==> config.mk <==
export PLATFORM = sky130hd
export DESIGN_NAME = router_out_arbiter
export DESIGN_NICKNAME = d
export VERILOG_FILES = /design/src/rtl/router_out_arbiter.sv
export SDC_FILE = /design/constraint.sdc
export NUM_CORES = 1
export LEC_CHECK = 0
export BUFFER_PORTS_ARGS = -buffer_cell sky130_fd_sc_hd__buf_2
export CORE_UTILIZATION = 39
export CTS_BUF_LIST = sky130_fd_sc_hd__clkbuf_4 sky130_fd_sc_hd__clkbuf_8 sky130_fd_sc_hd__clkbuf_16
export DETAILED_ROUTE_END_ITERATION = 10
export SETUP_SLACK_MARGIN = 0.5
export SYNTH_ARGS = -nofsm -noshare
export SYNTH_HDL_FRONTEND = slang
export SYNTH_SLANG_ARGS = --single-unit
==> constraint.sdc <==
create_clock -name clk -period 1.76 [get_ports clk]
set_input_delay 0.44 -clock clk [delete_from_list [all_inputs] [get_ports clk]]
set_output_delay 0.44 -clock clk [all_outputs]
set_load 0.01 [all_outputs]
==> src/rtl/router_out_arbiter.sv <==
// Round-robin output arbiter: grants one of three router FIFOs for bursts of up
// to BURST_MAX bytes, with per-channel starvation timeouts.
module router_out_arbiter #(
  parameter int unsigned BURST_MAX = 4,
  parameter int unsigned TIMEOUT   = 30
) (
  input  logic       clk,
  input  logic       resetn,
  input  logic [2:0] vld_in,
  input  logic [7:0] data_in_0,
  input  logic [7:0] data_in_1,
  input  logic [7:0] data_in_2,
  output logic [2:0] read_enb,
  output logic [7:0] dout,
  output logic       dout_valid,
  input  logic       dout_ready,
  output logic [1:0] dout_ch,
  output logic [2:0] timeout_err
);

  localparam logic [3:0] LP_BURST_LAST = 4'(BURST_MAX - 1);
  localparam logic [7:0] LP_WAIT_LAST  = 8'(TIMEOUT - 1);

  typedef enum logic {
    ST_IDLE,
    ST_SERVE
  } state_t;

  state_t          r_state;
  logic [1:0]      r_grant;
  logic [1:0]      r_rr_ptr;
  logic [3:0]      r_burst_cnt;
  logic [2:0][7:0] r_wait;
  logic [2:0]      r_timeout;

  logic            w_serve;
  logic            w_grant_vld;
  logic            w_xfer;
  logic            w_exit;
  logic [7:0]      w_head;
  logic [1:0]      w_pick;
  logic [1:0]      w_rr_next;

  assign w_serve     = (r_state == ST_SERVE);
  assign w_grant_vld = vld_in[r_grant];
  assign w_xfer      = w_serve & w_grant_vld & dout_ready;
  assign w_exit      = w_serve & ((w_xfer & (r_burst_cnt == LP_BURST_LAST))
                                  | ~w_grant_vld
                                  | r_timeout[r_grant]);
  assign w_rr_next   = (r_grant == 2'd2) ? 2'd0 : r_grant + 2'd1;

  always_comb begin
    w_head = '0;
    case (r_grant)
      2'd0:    w_head = data_in_0;
      2'd1:    w_head = data_in_1;
      default: w_head = data_in_2;
    endcase
  end

  // Search order starts at r_rr_ptr and wraps modulo 3.
  always_comb begin
    w_pick = '0;
    case (r_rr_ptr)
      2'd1: begin
        if (vld_in[1])      w_pick = 2'd1;
        else if (vld_in[2]) w_pick = 2'd2;
        else                w_pick = 2'd0;
      end
      2'd2: begin
        if (vld_in[2])      w_pick = 2'd2;
        else if (vld_in[0]) w_pick = 2'd0;
        else                w_pick = 2'd1;
      end
      default: begin
        if (vld_in[0])      w_pick = 2'd0;
        else if (vld_in[1]) w_pick = 2'd1;
        else                w_pick = 2'd2;
      end
    endcase
  end

  // Outputs are combinational so a pop happens in the same cycle dout_ready is seen.
  assign read_enb    = w_xfer ? (3'b001 << r_grant) : '0;
  assign dout        = w_serve ? w_head : '0;
  assign dout_valid  = w_serve & w_grant_vld;
  assign dout_ch     = r_grant;
  assign timeout_err = r_timeout;

  always_ff @(posedge clk or negedge resetn) begin
    if (!resetn) begin
      r_state     <= ST_IDLE;
      r_grant     <= '0;
      r_rr_ptr    <= '0;
      r_burst_cnt <= '0;
    end else begin
      case (r_state)
        ST_IDLE: begin
          if (|vld_in) begin
            r_grant     <= w_pick;
            r_burst_cnt <= '0;
            r_state     <= ST_SERVE;
          end
        end
        default: begin
          if (w_xfer) r_burst_cnt <= r_burst_cnt + 4'd1;
          if (w_exit) begin
            r_state  <= ST_IDLE;
            r_rr_ptr <= w_rr_next;
          end
        end
      endcase
    end
  end

  always_ff @(posedge clk or negedge resetn) begin
    if (!resetn) begin
      r_wait    <= '0;
      r_timeout <= '0;
    end else begin
      for (int unsigned c = 0; c < 3; c++) begin
        if (vld_in[c] && !read_enb[c]) begin
          if (r_wait[c] == LP_WAIT_LAST) begin
            r_wait[c]    <= '0;
            r_timeout[c] <= 1'b1;
          end else begin
            r_wait[c]    <= r_wait[c] + 8'd1;
            r_timeout[c] <= 1'b0;
          end
        end else begin
          r_wait[c]    <= '0;
          r_timeout[c] <= 1'b0;
        end
      end
    end
  end

endmodule

==> flow_metrics.tcl <==
set metrics [dict create \
    skew_ps 8.24 \
    reg2reg_depth 7 \
    end_kind "output pin" \
    period_share_pct 108 \
    antenna_left 0 \
    grt_max_degree 37 \
    cts_buffers 5 \
    dpl.hpwl_um 3170 \
    cts-root-buf "clkbuf_8" \
    cp-start-kind "flop" \
    pwr-share-clk_pct 16.1 \
    drc_errors 0 \
    clock_sinks 36 \
    yosysSeqAreaShare_pct 44.3 \
    ios 47 \
    vias 1831 \
    cp_max_fo 5 \
    fin_ws_ps -137 \
    max_slew_margin_pct 68.9 \
    p_per_area_nw_per_um2 1310 \
    cp.arrival_ps 1460 \
    rrSetupSlack_ps -40 \
    stdcell_area_sq_um 3000 \
    worst_pin_slew_ps 466 \
    firstDrtPassIters 4 \
    grt_use_total_pct 18.6 \
    overflow 0 \
    totalWireLength_um 5100 \
    finalHoldViolCount 0 \
    htreeDepth 2 \
    cts-hold-fix-buffers 0 \
    grt_pass1_wl_um 7850 \
    clk_latency_ps 280 \
    antenna_found_initial 0 \
    rsz0062_at_grt "yes" \
    p_comb_share_pct 56.7 \
    ir_worst_vdd_uv 632 \
    die_w_um 74.2 \
    drv_slew 0 \
    area_growth_pct 47.7 \
    outcome "finished, violations left" \
    path_class "flop to output pin" \
    num_antenna_cells 0 \
    p_leak_nw 1.38 \
    clkTransAtPathRegs_ps 80 \
    core_sq_um 4880 \
    drive_gt1_share_pct 43.7 \
    rows 25 \
    p_int_w 0.00256 \
    worstPathRequired_ps 1320 \
    yosysUniqueCellTypes 35 \
    fin_tns_setup_ps -1160 \
    violations "setup timing" \
    drv_cap 0 \
    layout.cells.most_common "buf_2" \
    initial_core_util_pct 41.6 \
    routabilityCongestion 0.759 \
    synth_cells 219 \
    avgSynthCellArea_sq_um 9.28 \
    swShare_pct 35.0 \
    seqPwrFrac_pct 27.2 \
    syn_nets 258 \
    drt-vias-per-instance 5.09 \
    placedCellCount 333 \
    dieArea_sq_um 5500 \
    cts_tree "built" \
    dieHeight_um 74.2 \
    timing.hold.ws_ps 192 \
    cts_buffer_depth 2 \
    r2r-end "r_rr_ptr[0]" \
    timing.fmax_mhz 527 \
    p_switching_w 0.00138 \
    hp-class "input port to asynchronous set/reset pin" \
    portBuffers 46 \
    drt_iter0_markers 94 \
    synth_warnings 0 \
    layout_common_cells "buf_2, dfrtp_1, nor2_1, buf_6, buf_4" \
    timing.rr.start "dout_ch[0]" \
    ys_ff_latch 36 \
    final_cells 360 \
    finalSetupViolCount 13 \
    final.min_clock_period_ps 1900 \
    synth_area_sq_um 2030 \
    grt_pass1_vias 1731 \
    wl_per_cell_um 14.2 \
    fin_nets 332 \
    placed_cell_area_sq_um 2430 \
]
-- layout make-up --
class,instances,area [sq um]
inverter,8,30.0
multi-input combinational,168,1280
tap,67,83.8
clock buffer,7,96.3
timing repair buffer,74,602
fill,401,1880
sequential,36,903
-- cells in the mapped netlist, drive strengths merged --
cell	count	area (sq um)
buf	4	22.5
nand3	14	70.1
ha	9	113
and2	9	56.3
nand3b	5	37.5
o21ai	16	80.1
clkbuf	3	11.3
a21oi	3	15.0
nand4	2	12.5
nor2b	2	12.5
or3	2	12.5
nand2	15	56.3
or4	1	7.51
o221ai	1	8.76
nor3	4	20.0
nor4b	2	17.5
mux2i	10	104
o21a	4	30.0
o32ai	2	17.5
nor3b	1	7.51
and3	5	31.3
a211oi	1	7.51
dfrtp	36	901
inv	8	30.0
a21o	1	7.51
a22o	1	8.76
o22a	1	8.76
xor2	13	114
o22ai	2	12.5
nand2b	3	18.8
xnor2	6	52.6
nor2	32	120
o211ai	1	7.51
-- worst max-delay path, cell delays in order, from the launching register on --
cell	delay [ps]
dfrtp_2	470
mux2i_4	230
o21a_1	230
nor2b_2	110
buf_2	130
-- metrics by stage --
| stage | utilization, % | worst slack [ps] | power, W |
|---|---|---|---|
| detailed placement | 49.8 | 87.8 | 0.00249 |
| global placement | 49.8 | 110 | 0.00249 |
| global route | 61.5 | -192 | 0.00417 |
| CTS | 57.9 | -110 | 0.00372 |
| floorplan | - | 238 | 0.00209 |
| finish | 61.5 | -137 | 0.00394 |
-- metal layers --
layer  wire [um]  global-route usage (%)  vias up
met5           0                       0        -
met4          48                    7.05        0
met3         151                    3.93        4
met2        2590                    29.8       32
met1        2310                    24.8      897
li1            -                       -      898
-- worst max-delay path by stage --
stage,startpoint,end,slack (ps),cells after the start
floorplan,dout_ch[0],dout_valid,240,4
global placement,dout_ch[0],dout[4],110,5
detailed placement,dout_ch[0],dout[0],90,5
CTS,dout_ch[0],dout[0],-110,5
global route,dout_ch[0],dout_valid,-190,4
finish,dout_ch[0],dout_valid,-140,4
-- kinds of logic after synthesis --
group / share of synthesized area (%)
AOI/OAI and AO/OA: 10.0
xor gates and xnor gates: 8.19
adders and majority gates: 5.54
buffers and inverters: 3.14
DFF: 44.3
muxes: 5.11
and+or+nand+nor: 23.6
-- power groups by stage --
stage / clock network (W) / registers [W] / logic, W
floorplan: 0 / 0.00104 / 0.00105
global placement: 0 / 0.00107 / 0.00143
detailed placement: 0 / 0.00107 / 0.00142
CTS: 0.000657 / 0.00106 / 0.00200
global route: 0.000683 / 0.00109 / 0.00239
finish: 0.000634 / 0.00107 / 0.00223
-- sequential cells by signal, indices dropped and copies added (netlist names) --
| signal | count |
|---|---|
| r_rr_ptr | 2 |
| timeout_err | 3 |
| dout_ch | 2 |
| r_burst_cnt | 4 |
| r_state | 1 |
| r_wait | 24 |
-- what timing repair did --
| action | in CTS | in global routing |
|---|---|---|
| setup buffers | 12 | 6 |
| gates resized for setup | 38 | 31 |
| gates cloned | 2 | 0 |
| hold endpoints to repair | 0 | 0 |
| pin swaps | 13 | 11 |
| setup endpoints to repair | 49 | 53 |
Note: power is estimated with default switching activity, not from simulation.
